[config.mk]
export PLATFORM = sky130hd
export DESIGN_NAME = mul4_ctrl
export DESIGN_NICKNAME = d
export VERILOG_FILES = /design/src/rtl/mul4_ctrl.sv
export SDC_FILE = /design/constraint.sdc
export NUM_CORES = 1
export LEC_CHECK = 0
export ABC_AREA = 1
export CAP_MARGIN = 20
export CORE_UTILIZATION = 55
export CTS_BUF_LIST = sky130_fd_sc_hd__clkbuf_2 sky130_fd_sc_hd__clkbuf_4 sky130_fd_sc_hd__clkbuf_8
export DETAILED_ROUTE_END_ITERATION = 16
export HOLD_SLACK_MARGIN = 0.05
export PLACE_DENSITY_LB_ADDON = 0.25
export SYNTH_ARGS = -nofsm -noshare
export SYNTH_HDL_FRONTEND = slang
export SYNTH_SLANG_ARGS = --single-unit
[constraint.sdc]
create_clock -name clk -period 5.3 [get_ports clk]
set_clock_uncertainty 0.15 [all_clocks]
set_input_delay 0.795 -clock clk [delete_from_list [all_inputs] [get_ports clk]]
set_output_delay 0.795 -clock clk [all_outputs]
set_load 0.02 [all_outputs]
[src/rtl/mul4_ctrl.sv]
// mul4_ctrl: sequential 4x4 unsigned shift-and-add multiplier controller.
//
// One operand pair is accepted on a start pulse while idle. A single 4-bit
// ripple adder (sum4) is then stepped through one partial-product
// accumulation per clock. The 8-bit product is registered and announced by
// a one-cycle done strobe.
//
// Ports:
//   clk    in   1  rising-edge clock
//   reset  in   1  synchronous, active-high reset
//   start  in   1  request, sampled only while idle
//   a      in   4  multiplicand (unsigned), latched on accepted start
//   b      in   4  multiplier (unsigned), latched on accepted start
//   busy   out  1  high whenever the controller is not idle
//   done   out  1  one-cycle strobe, p valid from this cycle
//   p      out  8  registered product, held until next completion or reset
//
// Build option:
//   MUL4_SKIP_ZERO_EN  when defined, finish early once the remaining
//                      multiplier bits are all zero. Products are identical
//                      in both builds; only latency changes.

// 4-bit ripple-carry adder shared by the multiplier datapath.
module sum4 (
    output logic [3:0] s,
    output logic       cout,
    input  logic [3:0] a,
    input  logic [3:0] b,
    input  logic       cin
);
    logic [4:0] c;

    always_comb begin
        c[0] = cin;
        for (int i = 0; i < 4; i++) begin
            s[i]   = a[i] ^ b[i] ^ c[i];
            c[i+1] = (a[i] & b[i]) | (c[i] & (a[i] ^ b[i]));
        end
    end

    assign cout = c[4];
endmodule

module mul4_ctrl (
    input  logic       clk,
    input  logic       reset,
    input  logic       start,
    input  logic [3:0] a,
    input  logic [3:0] b,
    output logic       busy,
    output logic       done,
    output logic [7:0] p
);
    localparam logic [1:0] StIdle = 2'd0;
    localparam logic [1:0] StAdd  = 2'd1;
    localparam logic [1:0] StDone = 2'd2;

    logic [1:0] state_q, state_d;
    logic [3:0] mcand_q, mcand_d;
    logic [3:0] mplier_q, mplier_d;
    logic [7:0] acc_q, acc_d;
    logic [2:0] count_q, count_d;
    logic [7:0] p_q, p_d;
    logic       done_q, done_d;

    logic [3:0] add_s;
    logic       add_cout;
    logic [8:0] acc_pre;   // accumulator before the right shift, carry in bit 8
    logic [7:0] acc_step;  // accumulator after one shift-and-add iteration
    logic [2:0] count_inc;

    sum4 u_sum4 (
        .s    (add_s),
        .cout (add_cout),
        .a    (acc_q[7:4]),
        .b    (mcand_q),
        .cin  (1'b0)
    );

    // The adder carry lands in the top bit before shifting, so the
    // accumulator can never overflow.
    always_comb begin
        if (mplier_q[0]) begin
            acc_pre = {add_cout, add_s, acc_q[3:0]};
        end else begin
            acc_pre = {1'b0, acc_q[7:4], acc_q[3:0]};
        end
        acc_step  = acc_pre[8:1];
        count_inc = count_q + 3'd1;
    end

    always_comb begin
        state_d  = state_q;
        mcand_d  = mcand_q;
        mplier_d = mplier_q;
        acc_d    = acc_q;
        count_d  = count_q;
        p_d      = p_q;
        done_d   = 1'b0;

        case (state_q)
            StIdle: begin
                if (start) begin
                    mcand_d  = a;
                    mplier_d = b;
                    acc_d    = 8'h00;
                    count_d  = 3'd0;
                    state_d  = StAdd;
                end
            end
            StAdd: begin
`ifdef MUL4_SKIP_ZERO_EN
                if (mplier_q == 4'd0) begin
                    // After k iterations the accumulator holds the product
                    // scaled up by 2^(4-k); undo that scaling here.
                    p_d     = acc_q >> (3'd4 - count_q);
                    done_d  = 1'b1;
                    state_d = StDone;
                end else begin
                    acc_d    = acc_step;
                    mplier_d = mplier_q >> 1;
                    count_d  = count_inc;
                    if (count_inc == 3'd4) begin
                        p_d     = acc_step;
                        done_d  = 1'b1;
                        state_d = StDone;
                    end
                end
`else
                acc_d    = acc_step;
                mplier_d = mplier_q >> 1;
                count_d  = count_inc;
                if (count_inc == 3'd4) begin
                    p_d     = acc_step;
                    done_d  = 1'b1;
                    state_d = StDone;
                end
`endif
            end
            StDone: begin
                state_d = StIdle;
            end
            default: begin
                state_d = StIdle;
            end
        endcase
    end

    always_ff @(posedge clk) begin
        if (reset) begin
            state_q  <= StIdle;
            mcand_q  <= 4'h0;
            mplier_q <= 4'h0;
            acc_q    <= 8'h00;
            count_q  <= 3'd0;
            p_q      <= 8'h00;
            done_q   <= 1'b0;
        end else begin
            state_q  <= state_d;
            mcand_q  <= mcand_d;
            mplier_q <= mplier_d;
            acc_q    <= acc_d;
            count_q  <= count_d;
            p_q      <= p_d;
            done_q   <= done_d;
        end
    end

    assign busy = (state_q != StIdle);
    assign done = done_q;
    assign p    = p_q;
endmodule

==> Yosys cells after proc, flatten, opt, wreduce, memory -nomap -nowiden <==
Cells that the tools add are included.
W data, S select, Z words.
{ "word_totals": {"reg_bits": 30, "latchBits": 0, "ram_bits": 0, "mem_bits_ro": 0, "inputBits": 11, "mem_count": 0} }
{ "classes": {"n_addsub": 1, "n_mul": 0, "div_mod_pow": 0, "magnitude_cmp": 0, "n_eq_ne": 4, "shift": 0, "muxes": 11, "bitwise": 18, "n_reduce_logical": 8} }
{ "op_table": {"columns": ["operator", "count"], "rows": [
  ["$pmux W8 S2", 1],
  ["$mux W9", 1],
  ["$mux W8", 1],
  ["$pmux W4 S2", 1],
  ["$reduce_and A2 Y1", 4],
  ["$and A1 B1 Y1", 7],
  ["$xor A1 B1 Y1", 7],
  ["$pmux W3 S2", 1],
  ["$mux W2", 2],
  ["$mux W4", 1],
  ["$ne A2 B2 Y1 const B", 2],
  ["$pmux W2 S2", 1],
  ["$reduce_bool A2 Y1", 2],
  ["$add A3 B1 Y3 const B", 1],
  ["$eq A3 B3 Y1 const B", 1],
  ["$mux W3", 1],
  ["$or A1 B1 Y1", 3],
  ["$eq A2 B1 Y1 const B", 1],
  ["$logic_not A2 Y1", 1],
  ["$reduce_or A2 Y1", 1],
  ["$mux W1", 1],
  ["$not A1 Y1", 1]
]} }

==> Depth between registers and ports, before layout <==
Gate-level depths: netlist (run 1).
{ "depth": {"depth_word": 9, "mapped_depth": 12, "ltp_nobuf": 12} }

==> Hierarchy <==
From an unflattened synthesis (run 1), not the netlist that was laid out.
{ "unflattened": {"hier_cells": 199, "hier_area_um2": 1393.8} }
{ "by_module_without_submodules": {"columns": ["module", "n_inst", "cells_each", "area_each_um2"], "rows": [
  ["mul4_ctrl", 1, 185, 1276.2],
  ["sum4", 1, 14, 117.6]
]} }

==> Worst setup path before layout (run 1) <==
No wires, ideal clock.
{ "synth_timing": {"kind": "flip-flop to flip-flop", "startpoint": "register acc_q[4]", "endpoint": "register acc_q[6]", "setup_time_ns": 0.132, "t_arrival_ns": 1.963, "required_ns": 5.018, "setup_slack_ns": 3.055, "path_stages_with_launch": 13, "path_buffers": 0, "synth_period_minus_slack_ns": 2.245, "cell_sequence": "dfxtp_1 ha_1 inv_1 fa_1 fa_1 inv_1 fa_1 inv_1 nand2_1 nand2_1 nor2_1 inv_1 a21oi_1"} }
{ "synth_via": {"elab_chain_len": 8} }
{ "synth_lines": {"columns": ["element", "line_no", "source"], "rows": [
  ["start: declaration", "61", "logic [7:0] acc_q, acc_d;"],
  ["start signal: assignment", "154", "acc_q <= 8'h00;"],
  ["start signal: assignment", "162", "acc_q <= acc_d;"],
  ["$and A1 B1 Y1 (2 in a row)", "37", "c[i+1] = (a[i] & b[i]) | (c[i] & (a[i] ^ b[i]));"],
  ["$or A1 B1 Y1", "37", null],
  ["$and A1 B1 Y1", "37", null],
  ["$or A1 B1 Y1", "37", null],
  ["$xor A1 B1 Y1", "36", "s[i] = a[i] ^ b[i] ^ c[i];"],
  ["$mux W9", "83", "if (mplier_q[0]) begin"],
  ["$pmux W8 S2", "101", "case (state_q)"]
]} }
No other way between the ends.
A chain may end at the register's enable or synchronous reset.

==> Final worst setup path (run 1) <==
{ "layout_timing": {"startpoint": "register state_q[1]", "endpoint": "output busy"} }
{ "layout_via": {"elab_chain_len": 1} }
{ "layout_lines": {"columns": ["element", "line_no", "source"], "rows": [
  ["start: declaration", "58", "logic [1:0] state_q, state_d;"],
  ["start signal: assignment", "151", "state_q <= StIdle;"],
  ["start signal: assignment", "159", "state_q <= state_d;"],
  ["$reduce_bool A2 Y1", "169", "assign busy = (state_q != StIdle);"],
  ["end: declaration", "50", "output logic busy,"]
]} }
No other way between the ends.

==> results.sh, run 1 <==
export IMPL_post_drt_via_cell_ratio=4.894
export IMPL_worst_path_largest_cell_delay_ps=610
export IMPL_slew_viol_final=0
export IMPL_synthesis_area_per_instance_um2=7.159
export IMPL_drt_pass1_iter_count=4
export IMPL_io_pins=21
export IMPL_postCtsSetupRepairBufs=0
export IMPL_status="complete, no violations"
export IMPL_layout_min_cycle_time_ps=2450
export IMPL_clock_sinks=29
export IMPL_seqCellArea_um2=580.6
export IMPL_maxClockFrequency_mhz=408.1
export IMPL_max_clock_path_buffers=2
export IMPL_tritoncts="yes"
export IMPL_worstSetupEndpointType="primary output"
export IMPL_clock_network_fraction_of_total_power_pct=40.6
export IMPL_ys_warn_count=0
export IMPL_die_w_um=51.34
export IMPL_pwr_density_cell_nw_per_um2=297.4
export IMPL_rr_endpoint="p[6]"
export IMPL_worstRegToRegCells=12
export IMPL_clock_tree_htree_level_count=2
export IMPL_cp_cell_sequence="inv_2 -> nand2_1 -> clkdlybuf4s50_1"
export IMPL_ctsRootBufferMaster="sky130_fd_sc_hd__clkbuf_4"
export IMPL_grt_max_degree=18
export IMPL_synth_sequential_area_ratio_pct=43.36
export IMPL_post_route_period_util_pct=46.23
export IMPL_cts_clk_slew_worst_paths_ps=90
export IMPL_replace_congestion=0.8355
export IMPL_internal_power_uw=364.8
export IMPL_place_worst_setup_slack_ps=2840
export IMPL_insertion_delay_ps=330
export IMPL_ir_worst_vdd_mv=0.4209
export IMPL_post_route_wl_um=2671
export IMPL_area_enclosed_by_the_die_boundary_um2=2635
export IMPL_syn_nets=204
export IMPL_reg2reg_slack_ps=2860
export IMPL_dr_total_vias=1155
export IMPL_holdWs_ps=327.8
export IMPL_timing_max_cap_violations=0
export IMPL_filler_cell_count=192
export IMPL_postLayoutCoreUtil_pct=71.86
export IMPL_setup_repair_after_global_routing_missed_its_margin="no"
export IMPL_crit_arrival_ps=1510
export IMPL_globalRouteOverflowTotal=0
export IMPL_min_delay_path_depth=2
export IMPL_diodes=0
export IMPL_power_net_switching_uw=117.2
export IMPL_hold_start="p[5]"
export IMPL_crit_slowest_cell="sky130_fd_sc_hd__clkdlybuf4s50_1"
export IMPL_multi_input_comb_area_um2=608.1
export IMPL_criticalPathCategory="reg -> out"
export IMPL_hold_critical_path_endpoint="p[5]"
export IMPL_cts_inserted_buffers=5
export IMPL_cts_hold_fix_buffers=0
export IMPL_syn_to_final_growth_pct=21.03
export IMPL_power_uw=482.0
export IMPL_initial_utilization_pct=59.38
export IMPL_grt_pass1_wl_um=4485
export IMPL_synthesis_stage_register_bit_count=29
export IMPL_worst_ep_required_time_ps=4360
export IMPL_placement_io_buffers=20
export IMPL_sequential_share_of_power_pct=48.4
export IMPL_all_layer_gr_usage_pct=24.14
export IMPL_setup_worst_path_start_class="flip-flop"
export IMPL_first_global_vias=1086
export IMPL_timing_worst_slew_pin_value_ps=583.4
export IMPL_synthesis_area_um2=1339
export IMPL_final_common_cell="sky130_fd_sc_hd__nand2_1"
export IMPL_totalNegativeSetupSlack_ps=0
export IMPL_drt_first_iter_violations=32
export IMPL_post_dp_hpwl_um=1847
export IMPL_cts_repair_resized_insts=0
export IMPL_drc=0
export IMPL_antenna_left=0
export IMPL_worst_path_max_fanout=3
export IMPL_hold_path_class="reg -> reg"
export IMPL_route_detailed_wl_per_inst_um=11.32
export IMPL_p_leak_uw=0.0006829
export IMPL_final_setup_viol_count=0
export IMPL_worst_slew_margin_rel_pct=60.99
export IMPL_core_rowCount=17
export IMPL_switching_share_of_power_pct=24.31
export IMPL_core_um2=2255
export IMPL_drive_above_1_share_pct=7.212
export IMPL_dieHeight_um=51.34
export IMPL_synthCells=187
export IMPL_yosysUniqueCellTypes=19
export IMPL_final_hold_vios=0
export IMPL_num_nets_final=224
export IMPL_startpoint_of_the_worst_slack_reg_to_reg_timing_path="acc_q[4]"
export IMPL_worst_setup_slack_final_ps=2850
export IMPL_combinational_power_share_pct=11.0
export IMPL_layout_cells_most_common_list="sky130_fd_sc_hd__nand2_1 (55), sky130_fd_sc_hd__dfxtp_1 (29), sky130_fd_sc_hd__nor2_1 (27)"
export IMPL_initial_antenna_violation_count=0
-- cell usage after synthesis --
library cell | n | share of area, %
sky130_fd_sc_hd__nand2_1 | 55 | 15
sky130_fd_sc_hd__dfxtp_1 | 29 | 43
sky130_fd_sc_hd__nor2_1 | 27 | 7.6
sky130_fd_sc_hd__inv_1 | 24 | 6.7
sky130_fd_sc_hd__a21oi_1 | 18 | 6.7
sky130_fd_sc_hd__o21ai_0 | 9 | 3.4
sky130_fd_sc_hd__buf_2 | 4 | 1.5
sky130_fd_sc_hd__fa_1 | 3 | 4.5
sky130_fd_sc_hd__ha_1 | 3 | 2.8
sky130_fd_sc_hd__inv_2 | 3 | 0.84
sky130_fd_sc_hd__nand3_1 | 3 | 1.1
sky130_fd_sc_hd__nand4_1 | 2 | 0.93
sky130_fd_sc_hd__buf_4 | 1 | 0.56
sky130_fd_sc_hd__buf_6 | 1 | 0.84
sky130_fd_sc_hd__clkbuf_1 | 1 | 0.28
sky130_fd_sc_hd__inv_4 | 1 | 0.47
sky130_fd_sc_hd__nand2_4 | 1 | 0.84
sky130_fd_sc_hd__nand3_4 | 1 | 1.3
sky130_fd_sc_hd__nor2_4 | 1 | 0.84
-- cell families after synthesis --
kind of cell / synth area share (%)
compound gates: 10.09
flops: 43.36
buf+inv: 11.22
fa+ha+maj: 7.290
simple gates: 28.04
-- worst max-delay path by stage --
| stage | slack (ps) | to | startpoint | cells past startpoint |
|---|---|---|---|---|
| CTS | 2830 | busy | state_q[1] | 3 |
| global placement | 2880 | mcand_q[1] | reset | 4 |
| global route | 2740 | p[6] | acc_q[4] | 12 |
| floorplan | 3060 | acc_q[6] | acc_q[4] | 12 |
| detailed placement | 2840 | count_q[0] | reset | 4 |
| finish | 2850 | busy | state_q[1] | 3 |
-- sequential cells by signal, summed over array words and instances, names as in the netlist --
name	cells
count_q	3
state_q	2
mplier_q	4
acc_q	7
mcand_q	4
done	1
p	8
-- power by group through the flow --
stage | combinational (uW) | sequential (uW) | clock (uW)
4_1_cts | 52.9 | 233 | 199
5_1_grt | 59.6 | 235 | 207
3_3_place_gp | 50.5 | 238 | 0
3_5_place_dp | 51.8 | 238 | 0
2_1_floorplan | 40.3 | 235 | 0
6_report | 53.0 | 233 | 196
-- cell type report --
| class | count | area share [%] |
|---|---|---|
| well taps | 28 | 2.162 |
| inverters | 28 | 6.641 |
| repair buffers | 20 | 12.36 |
| flip-flops and latches | 29 | 35.83 |
| multi-input cells | 123 | 37.53 |
| clock inverters | 1 | 1.853 |
| clock buffers | 7 | 3.629 |
-- layer usage --
layer,share of wire (%),GRT usage [%]
met2,49,42.54
met4,1.8,11.26
met3,6.0,9.821
met5,0,0
met1,43,24.68
-- stage by stage --
step / std cells / area (um^2)
after floorplan: 187 / 1339
after global placement: 228 / 1531
after detailed placement: 228 / 1531
after CTS: 236 / 1620
after global routing: 236 / 1620
final: 236 / 1620
-- worst max-delay path: cells and delay by family, from the launching register on --
kind                   cells  cell delay [ps]
buffers and inverters      2              690
flip-flops                 1              400
AND/OR/NAND/NOR            1               90
(Power assumes the default switching activity.)
==> run 2: changes to the inputs <==
--- a/config.mk
+++ b/config.mk
@@ -7,7 +7,7 @@
 export LEC_CHECK = 0
 export ABC_AREA = 1
 export CAP_MARGIN = 20
-export CORE_UTILIZATION = 55
+export CORE_UTILIZATION = 49
 export CTS_BUF_LIST = sky130_fd_sc_hd__clkbuf_2 sky130_fd_sc_hd__clkbuf_4 sky130_fd_sc_hd__clkbuf_8
 export DETAILED_ROUTE_END_ITERATION = 16
 export HOLD_SLACK_MARGIN = 0.05
==> constraint.sdc (replaced) <==
create_clock -name clk -period 2.2 [get_ports clk]
set_clock_uncertainty 0.15 [all_clocks]
set_input_delay 0.33 -clock clk [delete_from_list [all_inputs] [get_ports clk]]
set_output_delay 0.33 -clock clk [all_outputs]
set_load 0.02 [all_outputs]
==> results.sh, run 2 (synthesized netlist as in run 1, its figures left out) <==
export IMPL_status="finished, violations left"
export IMPL_violations="setup timing"
export IMPL_dieHeight_um=54.27
export IMPL_first_global_vias=1060
export IMPL_final_common_cell="sky130_fd_sc_hd__nand2_1"
export IMPL_clock_network_fraction_of_total_power_pct=34.8
export IMPL_cp_buffers_inverters=3
export IMPL_crit_slowest_cell="sky130_fd_sc_hd__fa_1"
export IMPL_pwr_density_cell_nw_per_um2=645.5
export IMPL_drive_above_1_share_pct=12.80
export IMPL_postLayoutCoreUtil_pct=65.53
export IMPL_die_w_um=54.27
export IMPL_setup_repair_after_global_routing_missed_its_margin="yes"
export IMPL_grt_pass1_wl_um=4374
export IMPL_all_layer_gr_usage_pct=21.84
export IMPL_criticalPathCategory="reg -> reg"
export IMPL_initial_utilization_pct=53.08
export IMPL_replace_congestion=0.8298
export IMPL_post_drt_via_cell_ratio=4.867
export IMPL_cp_cell_sequence="ha_4 -> inv_2 -> fa_2 -> fa_2 -> inv_2 -> fa_1 -> inv_1 -> nand2_1 -> nand2_1 -> nor2_2 -> nand2_1 -> a21oi_1"
export IMPL_grt_max_degree=17
export IMPL_setup_worst_path_start_class="flip-flop"
export IMPL_insertion_delay_ps=330
export IMPL_ir_worst_vdd_mv=0.4853
export IMPL_dr_total_vias=1173
export IMPL_post_route_period_util_pct=101.3
export IMPL_placed_area_um2=1553
export IMPL_ctsRootBufferMaster="sky130_fd_sc_hd__clkbuf_4"
export IMPL_max_reg_flops=8
export IMPL_max_clock_path_buffers=2
export IMPL_tritoncts="yes"
export IMPL_worst_slew_margin_rel_pct=72.02
export IMPL_holdWs_ps=318.3
export IMPL_internal_power_uw=784.7
export IMPL_place_worst_setup_slack_ps=-83.83
export IMPL_clock_tree_htree_level_count=2
export IMPL_combinational_power_share_pct=12.4
export IMPL_power_uw=1067
export IMPL_worst_setup_slack_final_ps=-29.48
export IMPL_core_um2=2522
export IMPL_maxClockFrequency_mhz=448.5
export IMPL_drt_pass1_iter_count=4
export IMPL_worst_path_max_fanout=2
export IMPL_final_hold_vios=0
export IMPL_hold_path_class="reg -> reg"
export IMPL_worstSetupEndpointType="flip-flop"
export IMPL_initial_antenna_violation_count=0
export IMPL_cts_hold_fix_buffers=0
export IMPL_cts_inserted_buffers=5
export IMPL_clock_sinks=29
export IMPL_post_route_cell_area_um2=1653
export IMPL_layout_min_cycle_time_ps=2229
export IMPL_drc=0
export IMPL_p_leak_uw=0.0006887
export IMPL_area_enclosed_by_the_die_boundary_um2=2945
export IMPL_globalRouteOverflowTotal=0
export IMPL_diodes=0
export IMPL_antenna_left=0
export IMPL_route_detailed_wl_per_inst_um=10.79
export IMPL_timing_worst_slew_pin_value_ps=418.6
export IMPL_critPathTopFamily="adder cells"
export IMPL_power_net_switching_uw=282.2
export IMPL_io_pins=21
export IMPL_final_setup_viol_count=2
export IMPL_filler_cell_count=221
export IMPL_worst_ep_required_time_ps=2270
export IMPL_core_rowCount=18
export IMPL_critical_path_most_common_cell="sky130_fd_sc_hd__nand2_1"
export IMPL_drt_first_iter_violations=19
export IMPL_cts_clk_slew_worst_paths_ps=90
export IMPL_post_dp_hpwl_um=1892
export IMPL_placement_io_buffers=20
export IMPL_sequential_share_of_power_pct=52.7
export IMPL_worst_path_largest_cell_delay_ps=390
export IMPL_crit_arrival_ps=2300
export IMPL_num_nets_final=227
export IMPL_switching_share_of_power_pct=26.45
export IMPL_post_route_wl_um=2600
export IMPL_syn_to_final_growth_pct=23.46
export IMPL_slew_viol_final=0
export IMPL_timing_max_cap_violations=0
export IMPL_layout_cells_most_common_list="sky130_fd_sc_hd__nand2_1 (55), sky130_fd_sc_hd__dfxtp_1 (27), sky130_fd_sc_hd__nor2_1 (26)"
## run 2: cell types whose count changed in the layout (fill, tap and decap cells not counted), sizes merged
cell and change:
buf +3, bufinv -1, clkinv +1
## run 2: through the flow
stage	cells	setup TNS [ps]
6_report	241	-53.94
5_1_grt	241	-332.4
4_1_cts	240	-63.89
3_5_place_dp	232	-156.0
3_3_place_gp	232	-85.16
2_1_floorplan	187	0
## run 2: worst register-to-register path, delay by kind of cell (launching register included)
family / cells / cell delay, ps
AOI/OAI and AO/OA: 1 / 50
adders and majority gates: 4 / 1190
buffers and inverters: 3 / 150
DFF: 1 / 360
and+or+nand+nor: 4 / 220
## run 2: worst paths after layout
check | start | endpoint | slack (ps) | cells past startpoint
min | p[4] | p[4] | 320 | 2
max | mcand_q[0] | p[6] | -30 | 12
min reg2reg | p[4] | p[4] | 320 | 2
max reg2reg | mcand_q[0] | p[6] | -30 | 12
## run 2: power by group through the flow
stage	Sequential, uW	Combinational [uW]	Clock [uW]
finish	562	133	372
global route	566	154	407
CTS	562	132	382
detailed placement	573	130	0
global placement	572	126	0
floorplan	566	97.4	0
## run 2: layer usage
layer / vias up / track usage [%] / wire length (um)
li1: 614 / - / -
met1: 526 / 24.66 / 1184
met2: 24 / 33.94 / 1219
met3: 9 / 8.611 / 137
met4: 0 / 14.10 / 59
met5: - / 0 / 0
## run 2: final cells by class
cell class                      instances  area [um^2]  area share (%)
Clock buffer                            7        65.06           3.936
Clock inverter                          1        5.005          0.3028
Inverter                               28        107.6           6.510
Multi-Input combinational cell        123        631.9           38.23
Sequential cell                        29        583.1           35.28
Tap cell                               30        37.54           2.271
Timing Repair Buffer                   23        222.7           13.47
## run 2: repair_timing
action | CTS | global route
setup endpoints to repair | 2 | 2
setup buffers | 0 | 1
pin swaps | 1 | 1
resized for setup | 6 | 2
